[config.mk]
export PLATFORM = sky130hd
export DESIGN_NAME = pattern_serializer_m
export DESIGN_NICKNAME = d
export VERILOG_FILES = /design/src/rtl/pattern_serializer_m.sv
export SDC_FILE = /design/constraint.sdc
export NUM_CORES = 1
export LEC_CHECK = 0
export ABC_AREA = 0
export BUFFER_PORTS_ARGS = -buffer_cell sky130_fd_sc_hd__buf_2
export CAP_MARGIN = 20
export CORE_ASPECT_RATIO = 1.4
export CORE_MARGIN = 1
export CORE_UTILIZATION = 40
export CTS_CLUSTER_DIAMETER = 40
export DETAILED_ROUTE_END_ITERATION = 8
export PLACE_DENSITY = 0.59
export SLEW_MARGIN = 40
export SYNTH_ARGS = -nofsm -noshare
export SYNTH_HDL_FRONTEND = slang
export SYNTH_SLANG_ARGS = --single-unit
[constraint.sdc]
create_clock -name clk -period 1.8 [get_ports clk]
set_input_delay 0.36 -clock clk [delete_from_list [all_inputs] [get_ports clk]]
set_output_delay 0.36 -clock clk [all_outputs]
set_load 0.01 [all_outputs]
[src/rtl/pattern_serializer_m.sv]
// Object-row pixel serializer: holds one active and one pending 8-pixel pattern row,
// waits for the raster to reach the row's X, then shifts pixels out MSB pair first.
module pattern_serializer_m #(
  parameter int XW = 8,
  parameter int CW = 2
) (
  input  logic          clk,
  input  logic          rst,
  input  logic          line_start,
  input  logic          pixel_en,
  input  logic [XW-1:0] x,
  input  logic          load_valid,
  output logic          load_ready,
  input  logic [15:0]   load_pattern,
  input  logic [XW-1:0] load_x,
  input  logic [CW-1:0] load_color,
  output logic [1:0]    pix_out,
  output logic [CW-1:0] pix_color,
  output logic          pix_opaque,
  output logic          busy
);

  // Handshake: a row transfers on any rising edge where load_valid && load_ready.
  // load_ready depends only on pre-edge pending occupancy, line_start and rst;
  // upstream holds its data stable while load_valid && !load_ready.

  typedef enum logic [1:0] {
    ST_EMPTY = 2'd0,
    ST_ARMED = 2'd1,
    ST_SHIFT = 2'd2
  } state_e;

  state_e        state_q, state_d;
  logic [15:0]   act_pat_q, act_pat_d;
  logic [XW-1:0] act_x_q, act_x_d;
  logic [CW-1:0] act_color_q, act_color_d;
  logic [2:0]    count_q, count_d;

  logic          pend_full_q, pend_full_d;
  logic [15:0]   pend_pat_q, pend_pat_d;
  logic [XW-1:0] pend_x_q, pend_x_d;
  logic [CW-1:0] pend_color_q, pend_color_d;

  logic [1:0]    pix_out_q, pix_out_d;
  logic [CW-1:0] pix_color_q, pix_color_d;
  logic          pix_opaque_q, pix_opaque_d;

  logic          load_fire;
  logic          emit;
  logic          take_pend;
  logic [1:0]    emit_pix;

  assign load_ready = !pend_full_q && !line_start && !rst;
  assign load_fire  = load_valid && load_ready;
  assign busy       = (state_q != ST_EMPTY) || pend_full_q;
  assign pix_out    = pix_out_q;
  assign pix_color  = pix_color_q;
  assign pix_opaque = pix_opaque_q;

  // The active pattern shifts left as it emits, so the next pixel is always in [15:14].
  assign emit_pix = act_pat_q[15:14];

  always_comb begin
    state_d      = state_q;
    act_pat_d    = act_pat_q;
    act_x_d      = act_x_q;
    act_color_d  = act_color_q;
    count_d      = count_q;
    pend_full_d  = pend_full_q;
    pend_pat_d   = pend_pat_q;
    pend_x_d     = pend_x_q;
    pend_color_d = pend_color_q;
    pix_out_d    = pix_out_q;
    pix_color_d  = pix_color_q;
    pix_opaque_d = pix_opaque_q;
    emit         = 1'b0;
    take_pend    = 1'b0;

    if (line_start) begin
      state_d      = ST_EMPTY;
      pend_full_d  = 1'b0;
      count_d      = 3'd0;
      pix_out_d    = 2'd0;
      pix_color_d  = '0;
      pix_opaque_d = 1'b0;
    end else begin
      case (state_q)
        ST_EMPTY: begin
          if (pend_full_q) take_pend = 1'b1;
        end
        ST_ARMED: begin
          if (pixel_en && (x == act_x_q)) begin
            emit      = 1'b1;
            act_pat_d = {act_pat_q[13:0], 2'b00};
            count_d   = 3'd1;
            state_d   = ST_SHIFT;
          end
        end
        ST_SHIFT: begin
          if (pixel_en) begin
            emit      = 1'b1;
            act_pat_d = {act_pat_q[13:0], 2'b00};
            count_d   = count_q + 3'd1;
            // Last pixel: hand straight over to the pending row so adjacent objects abut.
            if (count_q == 3'd7) begin
              if (pend_full_q) take_pend = 1'b1;
              else             state_d   = ST_EMPTY;
            end
          end
        end
        default: state_d = ST_EMPTY;
      endcase

      if (take_pend) begin
        state_d     = ST_ARMED;
        act_pat_d   = pend_pat_q;
        act_x_d     = pend_x_q;
        act_color_d = pend_color_q;
        count_d     = 3'd0;
        pend_full_d = 1'b0;
      end

      if (load_fire) begin
        pend_full_d  = 1'b1;
        pend_pat_d   = load_pattern;
        pend_x_d     = load_x;
        pend_color_d = load_color;
      end

      if (pixel_en) begin
        pix_out_d    = emit ? emit_pix : 2'd0;
        pix_color_d  = emit ? act_color_q : '0;
        pix_opaque_d = emit && (emit_pix != 2'd0);
      end
    end
  end

  always_ff @(posedge clk) begin
    if (rst) begin
      state_q      <= ST_EMPTY;
      act_pat_q    <= '0;
      act_x_q      <= '0;
      act_color_q  <= '0;
      count_q      <= 3'd0;
      pend_full_q  <= 1'b0;
      pend_pat_q   <= '0;
      pend_x_q     <= '0;
      pend_color_q <= '0;
      pix_out_q    <= 2'd0;
      pix_color_q  <= '0;
      pix_opaque_q <= 1'b0;
    end else begin
      state_q      <= state_d;
      act_pat_q    <= act_pat_d;
      act_x_q      <= act_x_d;
      act_color_q  <= act_color_d;
      count_q      <= count_d;
      pend_full_q  <= pend_full_d;
      pend_pat_q   <= pend_pat_d;
      pend_x_q     <= pend_x_d;
      pend_color_q <= pend_color_d;
      pix_out_q    <= pix_out_d;
      pix_color_q  <= pix_color_d;
      pix_opaque_q <= pix_opaque_d;
    end
  end

endmodule

==> impl_metrics.tcl <==
set metrics [dict create \
    p_clk_frac 0.394 \
    grt-busiest-layer "met2" \
    routabilityCongestion 0.863 \
    antenna_found_initial 0 \
    die_width_um 73.1 \
    synthTopCellsByArea "dfxtp_1 45%, nand2_1 10%, a21oi_1 6.2%" \
    grt_overflow 0 \
    nFillCells 650 \
    clkTransAtPathRegs_ps 70 \
    yosysTopAreaCell "dfxtp_1" \
    drc 0 \
    finalCritPeriodShare 1.01 \
    synthFlopType "dfxtp_1" \
    synth-edff-count 0 \
    die_area_um2 7420 \
    cts_tree "done" \
    p_per_area_nw_per_um2 798 \
    switching_share 0.255 \
    area_growth_pct 27.2 \
    crit_fanout 8 \
    coreArea_um2 6700 \
    place_area_um2 3280 \
    rr_startpoint "count_q[0]$_SDFFE_PP0P_" \
    met2_usage 0.308 \
    relSlewSlack 0.595 \
    instances_no_fill 485 \
    dp.cells 466 \
    min_path_type "primary input to flop" \
    clk_latency_ps 350 \
    ant_nets 0 \
    worst_path_most_repeated_cell "ha_4" \
    cts_buffers 9 \
    cp_data_arrival_time_ps 2080 \
    drtIter0Drc 158 \
    cts.sinks 63 \
    ir_drop_uv 427 \
    min_period_ps 1820 \
    slowest_delay_ps 350 \
    use_met1 0.243 \
    p_leak_nw 1.27 \
    hold_violations 0 \
    synth_most_common_cell "nand2_1" \
    power.internal_mw 2.14 \
    ioPinCount 46 \
    min_to "pend_pat_q[2]$_SDFFE_PP0P_" \
    path_cells "ha_4, ha_4, a31o_4, nand2_4, o22ai_4, or2_4, buf_12, a311oi_2" \
    postLayoutCoreUtil 0.537 \
    syn_nets 373 \
    path_class "flop to flop" \
    p_switching_mw 0.733 \
    power_mw 2.87 \
    fmax_ghz 0.549 \
    synth_common_cells "75 x nand2_1, 63 x dfxtp_1, 35 x a21oi_1" \
    setup_ws_ps -22.9 \
    seq_area_frac_synth 0.446 \
    r2r-end "act_pat_q[13]$_SDFFE_PP0P_" \
    via_per_inst 5.00 \
    worstMarginPinSlew_ps 607 \
    cap_violations 0 \
    dr.pass1.iters 4 \
    grt_usage 0.193 \
    fp.dieH_um 102 \
    rsz0062_at_grt "true" \
    crit_path_start_kind "flop" \
    violations "setup timing" \
    synthArstFlopShare 0 \
    fin_nets 432 \
    routed_wl_mm 6.53 \
    num_rows 35 \
    synth_cell_types 44 \
    wire_per_inst_um 13.5 \
    reg2reg_depth 8 \
    synth.avg_cell_area_um2 8.60 \
    slew_violations 0 \
    hp-start "load_pattern[2]" \
    grt_pass1_vias 2287 \
    synth.ff_latch_count 63 \
    holdPathStages 3 \
    htree_levels 3 \
    cp_data_required_time_ps 2050 \
    finClkSkew_ps 8.75 \
    setup_viol 3 \
    p_comb_frac 0.100 \
    cts-root-buf "clkbuf_8" \
    cp_slowest_cell "dfxtp_4" \
    io_buffers 45 \
    layout-drive-gt1-share 0.323 \
    post-synth-top-area-fraction 0.446 \
    r2r_setup_slack_ps -20 \
    yosys_warnings 0 \
    grt_max_degree 55 \
    seqPwrFrac 0.506 \
    grt_first_pass_wirelength_mm 10.8 \
    synthesis.area_um2 2830 \
    gr-usage-met3 0.0488 \
    fin_area_um2 3600 \
    initial_core_util 0.422 \
    syn_inst 329 \
    fin_tns_setup_ps -38.6 \
    dpl.hpwl_mm 4.47 \
    clockBufferDepth 2 \
    vias 2427 \
    antennaDiodeCount 0 \
    status "complete, but fails checks" \
    setup.worst_path.end_class "flop" \
]
==> power by group through the flow <==
stage / registers, mW / logic (mW) / clock network (mW)
2_1_floorplan: 1.48 / 0.168 / 0
3_3_place_gp: 1.48 / 0.263 / 0
3_5_place_dp: 1.48 / 0.265 / 0
4_1_cts: 1.45 / 0.271 / 1.16
5_1_grt: 1.46 / 0.316 / 1.23
6_report: 1.45 / 0.288 / 1.13
==> cell families after synthesis <==
logic type | after synthesis | synth area share
AND/OR/NAND/NOR | 149 | 0.252
buffers and inverters | 27 | 0.0526
multiplexers | 8 | 0.0283
XOR/XNOR | 8 | 0.0248
flip-flops | 63 | 0.446
adder cells (fa/ha/maj) | 5 | 0.0221
AO/OA/AOI/OAI | 69 | 0.175
==> metal layers <==
layer	part of all wire	vias up
li1	-	1256
met1	0.47	1109
met2	0.48	52
met3	0.038	10
met4	0.019	0
met5	0	-
==> flip-flops by register name (all words and copies together), names as in the netlist <==
signal,count
act_color_q,2
act_pat_q,16
act_x_q,8
count_q,3
pend_color_q,2
pend_full_q,1
pend_pat_q,16
pend_x_q,8
pix_color,2
pix_opaque,1
pix_out,2
state_q,2
==> cell usage in the layout, fill, tap and decap left out, types with 4 or more instances in the layout <==
cell type and n:
nand2b_1 5, clkbuf_8 11, nand3_1 16, a311oi_2 13, o21ai_0 7, mux2i_1 8
nor2b_1 4, dfxtp_1 57, buf_4 21, a21oi_1 35, xnor2_1 5, nand2_1 75
buf_2 45, dfxtp_2 5, nor2_1 16, nor3_1 15
==> critical path, delay by kind of cell, from the launching register on <==
kind	cells	cell delay [ps]
flops	1	350
compound gates	3	550
buf+inv	1	150
fa+ha+maj	2	320
simple gates	2	370
==> cell type report <==
type / count / area [um2] / share of cell area
flip-flops and latches: 63 / 1270 / 0.353
multi-input cells: 239 / 1540 / 0.426
clock inverters: 4 / 28.8 / 0.00799
repair buffers: 71 / 479 / 0.133
clock buffers: 12 / 155 / 0.0431
inverters: 4 / 15.0 / 0.00417
well taps: 92 / 115 / 0.0320
==> stage by stage <==
| step | worst slack, ps | hold slack [ps] |
|---|---|---|
| floorplan | 1.31 | 432 |
| global placement | -79.4 | 440 |
| detailed placement | -99.2 | 446 |
| CTS | -14.8 | 228 |
| global route | -81.4 | 234 |
| finish | -22.9 | 245 |
==> worst max path at each step <==
stage,startpoint,endpoint,cells past startpoint
6_report,count_q[0]$_SDFFE_PP0P_,act_pat_q[13]$_SDFFE_PP0P_,8
5_1_grt,count_q[0]$_SDFFE_PP0P_,act_pat_q[13]$_SDFFE_PP0P_,8
4_1_cts,count_q[0]$_SDFFE_PP0P_,act_pat_q[10]$_SDFFE_PP0P_,8
3_5_place_dp,x[2],count_q[0]$_SDFFE_PP0P_,7
3_3_place_gp,x[4],pix_out[0]$_SDFFE_PP0P_,8
2_1_floorplan,state_q[0]$_SDFFE_PP0P_,act_pat_q[14]$_SDFFE_PP0P_,10
==> timing repair <==
item | 4_1_cts | 5_1_grt
gates resized for setup | 4 | 14
pin swaps | 2 | 8
endpoints found under the setup margin | 11 | 29
cloned | 0 | 1
setup buffers | 0 | 2
hold buffers | 0 | 0
Power figures use the tool's default switching activity.
